**src/rtl/timer_bank.sv**
```systemverilog
// Bank of N_CH memory-mapped timer/counter channels with per-channel prescaler,
// auto-reload or one-shot overflow, and write-1-to-clear pending interrupts.
module timer_bank #(
   parameter int          N_CH      = 4,
   parameter int          CNT_W     = 32,
   parameter int          PRE_W     = 16,
   parameter logic [31:0] BASE_ADDR = 32'h4000_0100
) (
   input  logic        clk,
   input  logic        reset,
   input  logic        rd,
   input  logic        wr,
   input  logic [31:0] addr,
   input  logic [31:0] wdata,
   output logic [31:0] rdata,
   output logic        irqout
);

   localparam logic [31:0]      CH_SPAN = 32'(16 * N_CH);
   localparam logic [CNT_W-1:0] CNT_ONE = CNT_W'(1);
   localparam logic [PRE_W-1:0] PRE_ONE = PRE_W'(1);

   logic [CNT_W-1:0] th   [N_CH];
   logic [CNT_W-1:0] tl   [N_CH];
   logic [PRE_W-1:0] pre  [N_CH];
   logic [PRE_W-1:0] pcnt [N_CH];
   logic [N_CH-1:0]  en;
   logic [N_CH-1:0]  ie;
   logic [N_CH-1:0]  oneshot;
   logic [N_CH-1:0]  pend;

   logic [31:0]      off;
   logic             ch_hit;
   logic             pend_hit;
   logic             stat_hit;
   logic [2:0]       ch_sel;
   logic [1:0]       reg_sel;

   logic [N_CH-1:0]  we_th;
   logic [N_CH-1:0]  we_tl;
   logic [N_CH-1:0]  we_ctrl;
   logic [N_CH-1:0]  we_pre;
   logic [N_CH-1:0]  tick;
   logic [N_CH-1:0]  ovf;
   logic [N_CH-1:0]  pend_clr;

   // Offsets below BASE_ADDR wrap to huge values and therefore never hit.
   always_comb begin
      off      = addr - BASE_ADDR;
      ch_hit   = (off < CH_SPAN) && (off[1:0] == 2'b00);
      pend_hit = (off == CH_SPAN);
      stat_hit = (off == CH_SPAN + 32'd4);
      ch_sel   = off[6:4];
      reg_sel  = off[3:2];
   end

   // A CPU write to TL masks the overflow of that same edge.
   always_comb begin
      we_th    = '0;
      we_tl    = '0;
      we_ctrl  = '0;
      we_pre   = '0;
      tick     = '0;
      ovf      = '0;
      pend_clr = (wr && pend_hit) ? wdata[N_CH-1:0] : '0;
      for (int i = 0; i < N_CH; i++) begin
         if (wr && ch_hit && (ch_sel == 3'(i))) begin
            we_th[i]   = (reg_sel == 2'd0);
            we_tl[i]   = (reg_sel == 2'd1);
            we_ctrl[i] = (reg_sel == 2'd2);
            we_pre[i]  = (reg_sel == 2'd3);
         end
         tick[i] = en[i] && (pcnt[i] == pre[i]);
         ovf[i]  = tick[i] && (tl[i] == '1) && !we_tl[i];
      end
   end

   always_ff @(posedge clk or negedge reset) begin
      if (!reset) begin
         for (int i = 0; i < N_CH; i++) begin
            th[i]   <= '0;
            tl[i]   <= '0;
            pre[i]  <= '0;
            pcnt[i] <= '0;
         end
         en      <= '0;
         ie      <= '0;
         oneshot <= '0;
         pend    <= '0;
      end else begin
         for (int i = 0; i < N_CH; i++) begin
            if (we_th[i])
               th[i] <= wdata[CNT_W-1:0];
            if (we_pre[i])
               pre[i] <= wdata[PRE_W-1:0];

            if (we_tl[i])
               tl[i] <= wdata[CNT_W-1:0];
            else if (tick[i])
               tl[i] <= (tl[i] == '1) ? th[i] : tl[i] + CNT_ONE;

            if (we_ctrl[i]) begin
               en[i]      <= wdata[0];
               ie[i]      <= wdata[1];
               oneshot[i] <= wdata[2];
            end else if (ovf[i] && oneshot[i]) begin
               en[i] <= 1'b0;
            end

            // Prescaler restarts on a new divisor or when the channel stops.
            if (!en[i] || we_pre[i] || tick[i] || (we_ctrl[i] && !wdata[0]))
               pcnt[i] <= '0;
            else
               pcnt[i] <= pcnt[i] + PRE_ONE;
         end
         pend <= ovf | (pend & ~pend_clr);
      end
   end

   always_comb begin
      rdata = '0;
      if (rd) begin
         if (ch_hit) begin
            for (int i = 0; i < N_CH; i++) begin
               if (ch_sel == 3'(i)) begin
                  case (reg_sel)
                     2'd0:    rdata = 32'(th[i]);
                     2'd1:    rdata = 32'(tl[i]);
                     2'd2:    rdata = {29'd0, oneshot[i], ie[i], en[i]};
                     default: rdata = 32'(pre[i]);
                  endcase
               end
            end
         end else if (pend_hit) begin
            rdata = 32'(pend);
         end else if (stat_hit) begin
            rdata = 32'(en);
         end
      end
   end

   assign irqout = |(pend & ie);

endmodule

```
**config.mk**
```make
export PLATFORM = sky130hd
export DESIGN_NAME = timer_bank
export DESIGN_NICKNAME = d
export VERILOG_FILES = /design/src/rtl/timer_bank.sv
export SDC_FILE = /design/constraint.sdc
export NUM_CORES = 1
export LEC_CHECK = 0
export BUFFER_PORTS_ARGS = -buffer_cell sky130_fd_sc_hd__buf_2
export CORE_ASPECT_RATIO = 1.25
export CORE_MARGIN = 2
export CORE_UTILIZATION = 45
export DETAILED_ROUTE_END_ITERATION = 6
export PLACE_DENSITY_LB_ADDON = 0.15
export SYNTH_ARGS = -nofsm -noshare
export SYNTH_HDL_FRONTEND = slang
export SYNTH_SLANG_ARGS = --single-unit
```
**constraint.sdc**
```tcl
create_clock -name clk -period 4.77 [get_ports clk]
set_input_delay 0.7155 -clock clk [delete_from_list [all_inputs] [get_ports clk]]
set_output_delay 0.7155 -clock clk [all_outputs]
set_load 0.005 [all_outputs]
```
==> results of run 1 <==
## where the power goes
| group | switching, mW | total [mW] | leakage (nW) | internal, mW |
|---|---|---|---|---|
| registers | 0.00232 | 3.40 | 5.05 | 3.40 |
| clock network | 1.50 | 3.65 | 0.745 | 2.15 |
| logic | 0.324 | 0.434 | 6.16 | 0.110 |
| total | 1.83 | 7.48 | 12.0 | 5.65 |
## metal layers
layer	routed length, um	GRT usage (%)	vias to the layer above
li1	-	-	9118
met1	34080	39.26	10289
met2	37440	46.99	810
met3	4470	3.705	206
met4	4217	14.32	2
met5	16	0	-
## worst max-delay path, delay by kind of cell
family / cells / cell delay, ps
buffers and inverters: 3 / 460
AO/OA/AOI/OAI: 3 / 540
AND/OR/NAND/NOR: 3 / 1640
## layout make-up
| type | count | area [um2] | share of cell area (%) |
|---|---|---|---|
| antenna | 1 | 2.502 | 0.009453 |
| clock buffer | 67 | 1330 | 5.024 |
| clock inverter | 13 | 190.2 | 0.7184 |
| inverter | 38 | 142.6 | 0.5388 |
| multi-input combinational | 1898 | 13010 | 49.15 |
| sequential | 400 | 10010 | 37.81 |
| tap | 672 | 840.8 | 3.176 |
| timing repair buffer | 147 | 944.7 | 3.568 |
## final timing paths
check / startpoint / endpoint / slack, ps
worst min-delay path: reset / pcnt[55] / 70
min in group clk: wdata[23] / tl[119] / 490
worst max-delay path: addr[21] / rdata[0] / 700
worst max register to register: tl[97] / tl[111] / 1050
max in group asynchronous: reset / tl[72] / 3590
worst min register to register: th[89] / th[89] / 520
## kinds of logic after synthesis
kind of cell / count (synthesis)
AO/OA/AOI/OAI: 536
XOR/XNOR: 127
adder cells (fa/ha/maj): 8
buffers and inverters: 200
flip-flops: 400
multiplexers: 367
AND/OR/NAND/NOR: 860
## Yosys cell counts (all sizes together), types with 7 or more instances
library cell and number:
a31oi 25, o21ai 172, and2 13, a221oi 7
inv 38, xor2 85, o211ai 9, clkbuf 103
ha 8, mux4 28, and3 51, nand3 105
a211oi 36, mux2 223, o22ai 27, nor4 37
a21o 30, nand4 53, nand2 253, nor3 43
a41oi 9, xnor2 42, a22oi 12, and4 16
dfrtp 400, nor2 243, or2 8, mux2i 116
or4 9, a21oi 143, buf 59, o22a 17
## metrics by stage
step	worst slack (ps)	std cells	hold WS (ps)
detailed placement	733.5	3155	502.5
global route	586.9	3235	85.75
CTS	726.8	3235	61.82
floorplan	954.0	2498	419.9
finish	700.1	3236	71.31
global placement	777.6	3155	495.1
## state kept, by name, indices dropped and copies added (netlist names)
register and cells:
en 4, tl 128, ie 4, pend 4
th 128, pcnt 64, pre 64, oneshot 4
==> summary.md, run 1 <==
| Metric | Value |
|---|---|
| Post-Syn Instances | 2498 |
| Data required time at the worst endpoint | 4050 ps |
| Post-CTS sizing | 0 |
| H-tree depth | 2 |
| Fillcell total | 4927 |
| Max incr delay on CP | 650 ps |
| Achievable frequency | 245.7 MHz |
| HP Class | in2async |
| CTS Buf Count | 46 |
| DRC viols | 0 |
| Post-synthesis mux area share | 17.99% |
| Tot Pwr | 7.480 mW |
| Clock Path Buffers | 3 |
| Largest family of logic cells by synthesized area | multiplexers |
| #FFs+latches synth | 400 |
| Synth Area per Inst | 9.573 um2 |
| Crit-path slowest cell | or4_1 |
| Final worst-path cycle share | 85.32% |
| Clock Tree Root | clkbuf_16 |
| Slew @ Worst Pin | 1360 ps |
| Endpoints failing setup | 0 |
| Clock transition at path regs | 60 ps |
| Post-detail-place hpwl | 56500 um |
| Total track usage | 29.21% |
| Post-DR vias/cell | 6.312 |
| Initial antenna violation count | 3 |
| Vias | 20425 |
| Main synth FF type | dfrtp_1 |
| GRT Residual Overflow | 0 |
| Complex-gate fraction of the synthesized area | 13.76% |
| Nature of the critical path endpoint | primary output |
| Finished Cell Area | 0.02647 mm2 |
| Vias in the first global route | 19887 |
| Placed instance area | 0.02495 mm2 |
| Post-synth cell types | 77 |
| Synth Area in Simple Gates | 17.46% |
| GP Congestion | 0.9706 |
| Die area | 0.05501 mm2 |
| Max-cap violations | 0 |
| Area contributors post-synth | dfrtp_1 42%, mux2_2 10%, mux2i_1 4.9% |
| Row cnt | 94 |
| Pin count of the biggest net entering global routing | 127 |
| Share of layout cells above drive strength 1 | 19.51% |
| Cts-stage hold buffer count | 0 |
| Final Slew Violations | 0 |
| TritonCTS clock tree | yes |
| Wirelength per Cell | 24.79 um |
| Post-Synth Adder-Cell Area | 0.4186% |
| Hold Fails Final Rpt | 0 |
| Core area | 0.05257 mm2 |
| Max FO, Critical Path | 10 |
| Util after Layout | 50.35% |
| Synth top area share | 41.86% |
| Synth area leader | dfrtp_1 |
| Post-CTS setup buffers | 0 |
| Fraction of the yosys area taken by sequential cells | 41.86% |
| Status | finished clean |
| P_leak | 11.96 nW |
| Final critical-path required period | 4070 ps |
| 1st-iter DRT viols | 1930 |
| Setup tns final | 0 ps |
| Area grow syn2layout | 10.70% |
| Initial Util | 45.49% |
| Clock Skew | 27.36 ps |
| RSZ-0062 raised after global routing | no |
| Mapped cell area | 0.02391 mm2 |
| Critical path class | in2out |
| Synth Area in XOR/XNOR | 4.651% |
| Most frequent cells in the layout | 400 x dfrtp_1, 253 x nand2_1, 234 x nor2_1 |
| Worst-Skew Late Latency | 600 ps |
| Post-synth ARST share | 100.0% |
| Commonest non-fill, non-tap cell in the layout | dfrtp_1 |
| Critical Path AT | 3350 ps |
| Syn Nets | 2574 |
| Crit path cell chain | buf_2 > or4_4 > or4_1 > o21ai_2 > o211ai_2 > buf_4 > or4_1 > o21ai_0 > buf_2 |
| Setup crit start kind | input port |
| Detailed Routing Iterations Pass 1 | 6 |
| Layout Nets | 2607 |
| Maximum vdd drop | 0.0002302 V |
| Antenna-violating nets left | 0 |
| Die Height | 261.7 um |
| Die extent in x | 210.2 um |
| YS warnings | 0 |
| Power per cell area | 282.6 mW/mm2 |
| Total I/O pin count | 101 |
| Final WL | 80220 um |
| I/O Buffers | 100 |
| First-pass GRT wire length | 122300 um |
| Clock sink count | 400 |
| R2R depth | 9 |
| Slew headroom | 8.475% |
| Number of synthesized flops with an enable pin | 0 |
No activity file was read; power rests on OpenSTA's default activity.
==> inputs of run 2 (changes only) <==
--- a/config.mk
+++ b/config.mk
@@ -12,4 +12,5 @@
 export DETAILED_ROUTE_END_ITERATION = 6
 export PLACE_DENSITY_LB_ADDON = 0.15
+export SETUP_SLACK_MARGIN = 0.2
 export SYNTH_ARGS = -nofsm -noshare
 export SYNTH_HDL_FRONTEND = slang
==> constraint.sdc (replaced) <==
create_clock -name clk -period 4.77 [get_ports clk]
set_input_delay 0.7155 -clock clk [delete_from_list [all_inputs] [get_ports clk]]
set_output_delay 0.7155 -clock clk [all_outputs]
set_load 0.05 [all_outputs]
==> run 2 against run 1 <==
Compared with the run above:
- the flow now finishes with violations (DRC)
- highest routed layer is now met4
- flip-flop and latch count stayed put
- first-iteration DRC count is 3.8% lower
- clock power is 3% higher
- non-clock buffer count is 3 higher
- final area is 0.40% higher
- clock-buffer cell count is 3 higher
- sequential share of layout area is 0.15 points lower
- largest cell class unchanged
- critical path depth is 1 lower
- global-route usage is 0.083 points lower
- sequential power hardly changed
- utilization is 0.20 points higher
- worst setup slack worse by 150 ps
==> summary.md, run 2 (synthesis results as in run 1) <==
| Metric | Value |
|---|---|
| Maximum vdd drop | 0.0002513 V |
| Finished Cell Area | 0.02658 mm2 |
| Post-detail-place hpwl | 56340 um |
| Max FO, Critical Path | 29 |
| HP Class | in2async |
| Hold Fails Final Rpt | 0 |
| TritonCTS clock tree | yes |
| Final critical-path required period | 4220 ps |
| Pre-CTS WS | 561.9 ps |
| Placed instance area | 0.02496 mm2 |
| Max incr delay on CP | 760 ps |
| H-tree depth | 2 |
| Detailed Routing Iterations Pass 1 | 7 |
| Max-cap violations | 0 |
| Power per cell area | 286.2 mW/mm2 |
| CTS Buf Count | 47 |
| P_leak | 12.02 nW |
| Metal3 WL | 4645 um |
| Antenna-violating nets left | 0 |
| Setup crit start kind | input port |
| Slew @ Worst Pin | 1244 ps |
| I/O Buffers | 100 |
| Final Slew Violations | 0 |
| Endpoints failing setup | 0 |
| Pin count of the biggest net entering global routing | 113 |
| Clock sink count | 400 |
| Status | finished, violations left |
| Total I/O pin count | 101 |
| Final WL | 79930 um |
| Vias | 20380 |
| Die area | 0.05501 mm2 |
| Nature of the critical path endpoint | primary output |
| Crit-path slowest cell | or4_4 |
| GP Congestion | 1.010 |
| Placed Cells | 3158 |
| Reg2reg start | tl[1] |
| Setup tns final | 0 ps |
| Worst R2R End | tl[25] |
| R2R depth | 8 |
| Clock Path Buffers | 3 |
| Post-CTS setup buffers | 0 |
| RSZ-0062 raised after global routing | no |
| Max Used Layer | met4 |
| Delay-heaviest family, CP | simple AND/OR/NAND/NOR gates |
| Finished Layout Cells | 3245 |
| First-pass GRT wire length | 122800 um |
| Area grow syn2layout | 11.14% |
| Final Worst Setup Slack | 550.3 ps |
| Share of layout cells above drive strength 1 | 19.95% |
| Clock Tree Root | clkbuf_16 |
| Die Height | 261.7 um |
| Slew headroom | 16.96% |
| Biggest regs | th (128), tl (128) |
| Total track usage | 29.13% |
| Cts-stage hold buffer count | 0 |
| Row cnt | 94 |
| Vias in the first global route | 20158 |
| DRC viols | 1 |
| Post-CTS sizing | 0 |
| Clock Skew | 26.15 ps |
| Violated checks | DRC |
| Crit path cell chain | buf_2 > or4_4 > or4_1 > o21ai_2 > o211ai_2 > or4_4 > o32ai_2 > buf_2 |
| Core area | 0.05257 mm2 |
| Clock transition at path regs | 60 ps |
| Critical Path Source | addr[21] |
| Reg2reg setup slack | 1250 ps |
| Layout Nets | 2611 |
| Final worst-path cycle share | 88.46% |
| Data required time at the worst endpoint | 4050 ps |
| Initial antenna violation count | 0 |
| Initial Util | 45.49% |
| Post-DR vias/cell | 6.280 |
| Critical Path AT | 3500 ps |
| Achievable frequency | 237.0 MHz |
| Critical path class | in2out |
| Met2 Wirelength | 37400 um |
| M1 WL | 33900 um |
| Wirelength per Cell | 24.63 um |
| Die extent in x | 210.2 um |
| WHS | 176.8 ps |
| WP buf/inv | 2 |
| GRT Residual Overflow | 0 |
| 1st-iter DRT viols | 1856 |
| Commonest non-fill, non-tap cell in the layout | dfrtp_1 |
| Worst-Skew Late Latency | 590 ps |
| Most frequent cells in the layout | 400 x dfrtp_1, 253 x nand2_1, 234 x nor2_1 |
## run 2: cell types whose count changed in the layout (fill, tap and decap cells not counted), sizes merged
cell,previous run,this run
buf,147,150
clkbuf,67,70
inv,41,39
clkinvlp,1,2
clkinv,5,9
## run 2: how the worst max path moves through the flow
stage	depth (start not counted)	slack, ps	end
after global routing	9	420	rdata[0]
after CTS	8	560	rdata[3]
after global placement	8	640	rdata[3]
after floorplan	8	140	rdata[10]
after detailed placement	8	560	rdata[3]
final	8	550	rdata[3]
## run 2: report_power, final
group | total [mW] | switching (mW) | internal [mW]
clock | 3.77 | 1.50 | 2.27
combinational | 0.436 | 0.324 | 0.111
sequential | 3.40 | 0.00232 | 3.40
## run 2: worst register-to-register path, cell delays in order (launching register included)
cell and delay, ps:
dfrtp_1 520, ha_1 350, nand2_1 110, nor4_1 750
nand3_1 870, and2_1 400, o21ai_0 180, nand3_1 110
o21a_1 120
## run 2: stage by stage
stage	total power [mW]	util (%)
after global routing	7.816	50.55
after detailed placement	3.892	47.48
after global placement	3.891	47.48
after CTS	7.663	50.55
after floorplan	3.633	-
final	7.607	50.55
## run 2: area by class of cell
class | count | area [um2]
clock inverters | 16 | 192.7
multi-input cells | 1898 | 13010
repair buffers | 150 | 954.7
clock buffers | 70 | 1423
diodes | 1 | 2.502
flip-flops and latches | 400 | 10010
inverters | 38 | 142.6
fillers | 4896 | 25990
well taps | 672 | 840.8
## run 2: metal layers
metal	track usage [%]	vias up
met2	47.67	788
met1	38.63	10233
met3	3.860	190
met5	0	-
met4	13.51	0
li1	-	9169
